File: src/rtl/draw_port_arbiter_if.sv
// Plot-port bundle between the three drawing requesters and the arbiter.
//   master : requester side. Drives req/done/pixel streams and watches the
//            grant, the forwarded plot port and the status flags.
//   slave  : arbiter side. The mirror image of master.
// Requester i uses x_in[8i+7:8i], y_in[7i+6:7i], color_in[3i+2:3i] and plot_in[i].
interface draw_port_arbiter_if;
  logic [2:0]  req;
  logic [2:0]  done;
  logic [23:0] x_in;
  logic [20:0] y_in;
  logic [8:0]  color_in;
  logic [2:0]  plot_in;
  logic [2:0]  grant;
  logic [7:0]  x_out;
  logic [6:0]  y_out;
  logic [2:0]  color_out;
  logic        writeEn;
  logic        busy;
  logic        timeout_err;

  modport master (
    output req, done, x_in, y_in, color_in, plot_in,
    input  grant, x_out, y_out, color_out, writeEn, busy, timeout_err
  );

  modport slave (
    input  req, done, x_in, y_in, color_in, plot_in,
    output grant, x_out, y_out, color_out, writeEn, busy, timeout_err
  );
endinterface

File: src/rtl/draw_port_arbiter.sv
// Round-robin arbiter for the single VGA adapter plot port.
// Requesters: 0 = top paddle, 1 = bottom paddle, 2 = ball.
// Ports:
//   clk, resetn : clock and synchronous active-low reset
//   bus (slave) : req/done/pixel streams in; registered one-hot grant,
//                 forwarded x/y/colour/writeEn, busy and sticky timeout_err out
// A grant lasts until the owner pulses done, drops req, or the watchdog
// reaches TIMEOUT_CYCLES-1. Every release is followed by one blank GAP cycle
// and then one IDLE cycle before the next owner is chosen.
module draw_port_arbiter #(
  parameter int TIMEOUT_CYCLES = 64,
  parameter int TMR_W          = 16
) (
  input logic               clk,
  input logic               resetn,
  draw_port_arbiter_if.slave bus
);
  localparam int NUM_REQ = 3;
  localparam logic [TMR_W-1:0] WD_LIM = TMR_W'(TIMEOUT_CYCLES - 1);

  typedef enum logic [1:0] {IDLE, OWN, GAP} state_t;

  state_t             state, state_nxt;
  logic [NUM_REQ-1:0] grant_q, grant_nxt;
  logic [1:0]         last, last_nxt;
  logic [TMR_W-1:0]   wdog, wdog_nxt;
  logic               terr, terr_nxt;

  // Round-robin pick: scan last+1, last+2, last+3 (mod 3); first set req wins.
  logic       found;
  logic [1:0] pick, cand;
  always_comb begin
    found = 1'b0;
    pick  = last;
    cand  = last;
    for (int k = 0; k < NUM_REQ; k++) begin
      cand = (cand == 2'(NUM_REQ - 1)) ? 2'd0 : cand + 2'd1;
      if (!found && bus.req[cand]) begin
        found = 1'b1;
        pick  = cand;
      end
    end
  end

  // Only the owner's done/req bits count; the others are masked off by grant.
  logic rel_done, rel_drop, rel_wd;
  assign rel_done = |(grant_q & bus.done);
  assign rel_drop = ~|(grant_q & bus.req);
  assign rel_wd   = (wdog == WD_LIM);

  always_ff @(posedge clk) begin
    if (!resetn) begin
      state   <= IDLE;
      grant_q <= '0;
      last    <= 2'd2;
      wdog    <= '0;
      terr    <= 1'b0;
    end else begin
      state   <= state_nxt;
      grant_q <= grant_nxt;
      last    <= last_nxt;
      wdog    <= wdog_nxt;
      terr    <= terr_nxt;
    end
  end

  always_comb begin
    state_nxt = state;
    grant_nxt = grant_q;
    last_nxt  = last;
    wdog_nxt  = wdog;
    terr_nxt  = terr;
    case (state)
      IDLE: begin
        if (found) begin
          grant_nxt = NUM_REQ'(1) << pick;
          last_nxt  = pick;
          wdog_nxt  = '0;
          state_nxt = OWN;
        end
      end
      OWN: begin
        // Saturate so a huge TMR_W vs small limit can never wrap past it.
        if (wdog != WD_LIM) wdog_nxt = wdog + TMR_W'(1);
        if (rel_done || rel_drop || rel_wd) begin
          grant_nxt = '0;
          state_nxt = GAP;
          // A watchdog hit that coincides with a clean release is not an error.
          if (rel_wd && !rel_done && !rel_drop) terr_nxt = 1'b1;
        end
      end
      GAP: begin
        grant_nxt = '0;
        state_nxt = IDLE;
      end
      default: begin
        grant_nxt = '0;
        state_nxt = IDLE;
      end
    endcase
  end

  // Forwarding is a pure AND-OR of the registered one-hot grant, so a
  // non-granted requester can never reach the adapter.
  logic [7:0] x_fwd;
  logic [6:0] y_fwd;
  logic [2:0] c_fwd;
  always_comb begin
    x_fwd = '0;
    y_fwd = '0;
    c_fwd = '0;
    for (int i = 0; i < NUM_REQ; i++) begin
      if (grant_q[i]) begin
        x_fwd = x_fwd | bus.x_in[8*i +: 8];
        y_fwd = y_fwd | bus.y_in[7*i +: 7];
        c_fwd = c_fwd | bus.color_in[3*i +: 3];
      end
    end
  end

  assign bus.grant       = grant_q;
  assign bus.x_out       = x_fwd;
  assign bus.y_out       = y_fwd;
  assign bus.color_out   = c_fwd;
  assign bus.writeEn     = |(grant_q & bus.plot_in);
  assign bus.busy        = (state == OWN);
  assign bus.timeout_err = terr;
endmodule

File: src/flat_wrapper.sv
// flat-port wrapper written by rule: the top's interface ports become plain ports
module draw_port_arbiter_flat 
#(
  parameter int TIMEOUT_CYCLES = 64,
  parameter int TMR_W          = 16
)
  (clk, resetn, bus_req, bus_done, bus_x_in, bus_y_in, bus_color_in, bus_plot_in, bus_grant, bus_x_out, bus_y_out, bus_color_out, bus_writeEn, bus_busy, bus_timeout_err);
  draw_port_arbiter_if bus_i ();
  input logic clk;
  input logic resetn;
  input wire logic [$bits(bus_i.req)-1:0] bus_req;
  input wire logic [$bits(bus_i.done)-1:0] bus_done;
  input wire logic [$bits(bus_i.x_in)-1:0] bus_x_in;
  input wire logic [$bits(bus_i.y_in)-1:0] bus_y_in;
  input wire logic [$bits(bus_i.color_in)-1:0] bus_color_in;
  input wire logic [$bits(bus_i.plot_in)-1:0] bus_plot_in;
  output wire logic [$bits(bus_i.grant)-1:0] bus_grant;
  output wire logic [$bits(bus_i.x_out)-1:0] bus_x_out;
  output wire logic [$bits(bus_i.y_out)-1:0] bus_y_out;
  output wire logic [$bits(bus_i.color_out)-1:0] bus_color_out;
  output wire logic [$bits(bus_i.writeEn)-1:0] bus_writeEn;
  output wire logic [$bits(bus_i.busy)-1:0] bus_busy;
  output wire logic [$bits(bus_i.timeout_err)-1:0] bus_timeout_err;
  assign bus_i.req = bus_req;
  assign bus_i.done = bus_done;
  assign bus_i.x_in = bus_x_in;
  assign bus_i.y_in = bus_y_in;
  assign bus_i.color_in = bus_color_in;
  assign bus_i.plot_in = bus_plot_in;
  assign bus_grant = bus_i.grant;
  assign bus_x_out = bus_i.x_out;
  assign bus_y_out = bus_i.y_out;
  assign bus_color_out = bus_i.color_out;
  assign bus_writeEn = bus_i.writeEn;
  assign bus_busy = bus_i.busy;
  assign bus_timeout_err = bus_i.timeout_err;
  draw_port_arbiter #(.TIMEOUT_CYCLES(TIMEOUT_CYCLES), .TMR_W(TMR_W)) u_core (.clk(clk), .resetn(resetn), .bus(bus_i));
endmodule
File: config.mk
export PLATFORM = sky130hd
export DESIGN_NAME = draw_port_arbiter_flat
export DESIGN_NICKNAME = d
export VERILOG_FILES = /design/src/rtl/draw_port_arbiter_if.sv /design/src/rtl/draw_port_arbiter.sv /design/src/flat_wrapper.sv
export SDC_FILE = /design/constraint.sdc
export NUM_CORES = 1
export LEC_CHECK = 0
export ABC_CLOCK_PERIOD_IN_PS = 2100
export BUFFER_PORTS_ARGS = -buffer_cell sky130_fd_sc_hd__buf_2
export CAP_MARGIN = 20
export CORE_MARGIN = 8
export CORE_UTILIZATION = 40
export DETAILED_ROUTE_END_ITERATION = 6
export PLACE_DENSITY_LB_ADDON = 0.05
export SYNTH_ARGS = -nofsm -noshare
export SYNTH_HDL_FRONTEND = slang
export SYNTH_SLANG_ARGS = --single-unit
File: constraint.sdc
create_clock -name clk -period 2.1 [get_ports clk]
set_input_delay 0 -clock clk [delete_from_list [all_inputs] [get_ports clk]]
set_output_delay 0 -clock clk [all_outputs]
set_load 0.05 [all_outputs]
# Word-level counts from Yosys, hierarchy flattened
# Index checks and enable logic that the tools add are counted.
# Widths: inputs -> output; s select.
[word_totals]
reg_bits = 24
word_cells = 83
[classes]
n_eq_ne = 9
n_addsub = 4
n_lt_le_gt_ge = 3
n_mux = 33
n_bitwise = 9
reduce_logical = 19
shifts = 1
[ops]
columns = ["op", "n"]
rows = [
  ["$mux 16", 2],
  ["$pmux 16 s2", 1],
  ["$mux 8", 3],
  ["$mux 7", 3],
  ["$add 16x1->16 const B", 1],
  ["$eq 16x6->1 const B", 1],
  ["$mux 2", 8],
  ["$ne 16x6->1 const B", 1],
  ["$or 8x8->8", 2],
  ["$mux 3", 5],
  ["$or 7x7->7", 2],
  ["$and 3x3->3", 3],
  ["$lt 2x3->1 const B", 3],
  ["$reduce_or 3->1", 3],
  ["$add 2x1->2 const B", 3],
  ["$bmux 1 s2", 3],
  ["$eq 2x2->1 const B", 3],
  ["$mux 1", 6],
  ["$ne 2x1->1 const B", 3],
  ["$or 3x3->3", 2],
  ["$pmux 3 s2", 1],
  ["$reduce_and 3->1", 2],
  ["$logic_and 1x1->1", 4],
  ["$logic_not 1->1", 4],
  ["7 further kinds", 9],
]

# Logic depth before layout (Yosys ltp)
[depth]
word_depth = 14
depth_mapped = 6

# Worst setup path after synthesis
# Ideal clock, no wire load.
[synth_timing]
path_kind = "reg2reg"
start = "register u_core.grant_q[1], in the netlist u_core.bus.grant[1]"
end = "register u_core.state[1]"
period_less_slack_ns = 1.741
n_path_buf = 0
required_time_ns = 1.985
path_stages_with_launch = 5
arrival_time_ns = 1.625
path_slack_ns = 0.359
cell_sequence = "dfxtp_1 > a222oi_1 > a2111oi_1 > nand2_1 > and3_1"
[synth_between]
elab_chain_cells = 7
word_cells_on_any_way = 9
[synth_lines]
columns = ["item", "line", "text"]
rows = [
  ["start, declared", "draw_port_arbiter.sv:24", "logic [NUM_REQ-1:0] grant_q, grant_nxt;"],
  ["start signal, assigned", "draw_port_arbiter.sv:60", "grant_q <= grant_nxt;"],
  ["$and 3x3->3", "draw_port_arbiter.sv:48", "assign rel_drop = ~|(grant_q & bus.req);"],
  ["$reduce_or 3->1", "draw_port_arbiter.sv:48", ""],
  ["$logic_not 1->1", "draw_port_arbiter.sv:48", ""],
  ["$logic_or 1x1->1 * (2 in a row)", "draw_port_arbiter.sv:85", "if (rel_done || rel_drop || rel_wd) begin"],
  ["$ne 2x1->1 (no source line) *", "--", ""],
  ["$reduce_and 2->1 (no source line) *", "--", ""],
  ["end signal, assigned", "draw_port_arbiter.sv:59", "state <= state_nxt;"],
  ["end, declared", "draw_port_arbiter.sv:23", "state_t state, state_nxt;"],
]
# Mark *: on every way between the ends. The rest lies on a longest branch, timed or not.
# A chain may end at the register's enable or synchronous reset.

# Final worst setup path
[layout_timing]
start = "register u_core.wdog[0]"
end = "register u_core.wdog[9]"
[layout_between]
elab_chain_cells = 3
word_cells_on_any_way = 6
[layout_lines]
columns = ["item", "line", "text"]
rows = [
  ["start, declared", "draw_port_arbiter.sv:26", "logic [TMR_W-1:0] wdog, wdog_nxt;"],
  ["start signal, assigned", "draw_port_arbiter.sv:62", "wdog <= wdog_nxt;"],
  ["$add 16x1->16 / $ne 16x6->1 (equally long branches)", "draw_port_arbiter.sv:84", "if (wdog != WD_LIM) wdog_nxt = wdog + TMR_W'(1);"],
  ["$mux 16 / $ne 2x1->1 (equally long branches)", "--", ""],
  ["$pmux 16 s2 / $reduce_and 3->1 (equally long branches)", "--", ""],
]
# Several ways; a longest one is shown, not always the timed one. The select of a mux whose other input is x is not followed.

==> impl_results.md <==
- Status: finished, violations left
- Failing checks: DRC
- Synthesized instance count: 191
- Die Y: roughly 78 um
- Tmin final: 1.77 ns
- Post-CTS Repair Setup Buffers: 0
- CP Capture Type: flop
- Main flop type after synthesis: dfxtp_1
- Area post-placement: 0.00201 mm^2
- Initial antenna violation count: 0
- Synthesis warning total: 0
- Hold buffers post-CTS: 0
- DIE AREA: 0.00603 mm^2
- Pint: between 0.0007 and 0.0008 W
- Final net count: 343
- Die Width: roughly 78 um
- Reg2reg start: u_core.wdog[0]
- Average via count per standard cell: 5.71
- Worst R2R End: u_core.wdog[9]
- Sequential cell area: 480 um^2
- HPWL after DPL: 4.10 mm
- DR iter-0 viols: roughly 210
- Seq/Total Area, Yosys: 0.316
- Yosys reg bits: 24
- Crit path max fanout: 13
- RSZ-0062 raised after global routing: false
- Leak: 1.03 nW
- Syn nets: 257
- Post_cts resized: 0
- Slew at the pin with the worst max-slew slack: 0.578 ns
- Initial Util: 0.416
- WP data required: 2.30 ns
- CTS clk-pin slew, worst paths: 0.09 ns
- GR Util All Layers: 0.161
- Slew Limit Fails: 0
- Final number of hold-violating endpoints: 0
- Asr flop ratio synth: 0
- Row count: 22
- CP startpoint kind: flop
- Setup slack, reg-to-reg: 0.33 ns
- Commonest non-fill, non-tap cell in the layout: buf_2
- Vias in the first global route: roughly 1800
- Area of the multi-input gates: between 800 and 900 um^2
- P&R area growth vs syn: 35.5%
- Final WL: 5.07 mm
- Clock share of power: 0.247
- # fillers: ~350
- RD Place Congestion: 0.831
- Register-to-Register Path Depth: 5
- Vias: ~1800
- Hold Path Class: in -> reg
- Core ar.: 0.00366 mm^2
- Hold-critical path depth: 3
- CTS Sinks: 24
- Max cap viols: 0
- TritonCTS clock tree: yes
- Slew margin rel.: 0.614
- Crit Path Category: reg -> reg
- Synth Cell Area: 0.00152 mm^2
- Flop pwr share: 0.380
- Worst Skew: 0.00426 ns
- Switching share of power: 0.386
- DRC: 1
- Total CTS buffers: 3
- Fin area: 0.00206 mm^2
- Largest net degree at the start of global routing: 22
- Max Freq: between 500 and 600 MHz
- Pwr Density: 628 mW/mm^2
- Setup TNS: 0 ns
- Post-synth EDFFs: 0
- Worst Path Arrival: 1.97 ns
- Layout cell share with drive strength beyond 1: 0.370
- Tot Pwr: 0.00129 W
- Cell variety after synth: 44
- H-Tree Level Count: 1
- Worst vdd ir: 0.391 mV
- Root Buffer: clkbuf_8
- Clock tree buffer depth: 2
- Core Util, Final: 0.563
- DR pass1 iterations: 7
- Routed len/inst: 15.6 um
- Final setup viols: 0
- Synthesized area per cell: 7.97 um^2
- Worst-Skew Late Latency: 0.27 ns
- Psw: between 0.0004 and 0.0005 W
- Top Ports: 89
- Placed insts: 320
- IO Port Bufs: 88
- Final ANT Viol Nets: 0
- Final period util: 0.841
- Most frequent cells in the layout: buf_2, dfxtp_1, inv_1
- Comb pwr share: 0.373
- Final std cells w/o fill: approximately 320
- Worst Min Path Start: bus_req[1]
- Total gr overflow: 0
- First-pass GRT wire length: 8.13 mm
- Ant. Diodes: 0
- Hold path endpoint: u_core.last[0]
==> per-stage QoR <==
step,setup WS (ns),hold WS [ns]
2_1_floorplan,0.359,0.152
3_3_place_gp,0.411,0.354
3_5_place_dp,0.375,0.353
4_1_cts,0.350,0.0591
5_1_grt,0.182,0.0901
6_report,0.334,0.0645
==> power by group through the flow <==
stage / Sequential (W) / Combinational, W / Clock, W
6_report: 0.000492 / 0.000483 / 0.000319
5_1_grt: 0.000496 / 0.000517 / 0.000350
4_1_cts: 0.000492 / 0.000486 / 0.000330
3_5_place_dp: 0.000503 / 0.000485 / 0
3_3_place_gp: 0.000502 / 0.000486 / 0
2_1_floorplan: 0.000510 / 0.000322 / 0
==> state kept, by name, indices dropped and copies added, names as in the netlist <==
signal                  count
u_core.wdog                16
u_core.bus.grant            3
u_core.last                 2
u_core.state                2
u_core.bus.timeout_err      1
==> worst max-delay path by stage <==
stage | from | to | slack (ns) | cells after the start
global route | u_core.wdog[13] | u_core.wdog[3] | 0.18 | 4
global placement | u_core.wdog[0] | u_core.wdog[4] | 0.41 | 5
finish | u_core.wdog[0] | u_core.wdog[9] | 0.33 | 5
detailed placement | u_core.wdog[0] | u_core.wdog[4] | 0.37 | 5
floorplan | u_core.bus.grant[1] | u_core.state[1] | 0.36 | 4
CTS | u_core.wdog[0] | u_core.wdog[9] | 0.35 | 5
==> critical path, cell delays in order, from the launching register on <==
cell	delay [ns]
dfxtp_1	0.35
ha_1	0.25
nor3b_1	0.16
and4_1	0.34
or4_1	0.44
a21oi_1	0.15
==> layout make-up <==
class	count	area share
timing repair buffer	94	0.235
sequential	24	0.233
inverter	22	0.0400
tap	48	0.0291
clock buffer	4	0.0267
multi-input combinational	132	0.436
==> cells by family after synthesis <==
group | Yosys count | share of synthesized area
AOI/OAI and AO/OA | 66 | 0.325
muxes | 2 | 0.0132
DFF | 24 | 0.316
xor gates and xnor gates | 2 | 0.0115
adders and majority gates | 1 | 0.00822
and+or+nand+nor | 61 | 0.233
buffers and inverters | 35 | 0.0937
==> synthesized netlist by cell type (3+ instances only) <==
master    number  area (um^2)
a21oi_1       12         60.1
a222oi_1      20          200
and4_1         3         26.3
buf_2          3         15.0
clkbuf_1       9         33.8
dfxtp_1       24          480
inv_1         22         82.6
nand2_1       13         48.8
nand3_1        8         40.0
nand4_1        3         18.8
nor2_1         6         22.5
o21ai_0        9         45.0
o22ai_1        4         25.0
o31ai_1        3         22.5
or3_1          8         50.1
or4_1          4         30.0
==> metal layers <==
layer,vias to the layer above,share of wire,GRT usage
met4,0,0.022,0.0736
li1,921,-,-
met5,-,0,0
met2,66,0.47,0.266
met1,853,0.44,0.179
met3,9,0.073,0.0588
No activity file was read; power rests on OpenSTA's default activity.
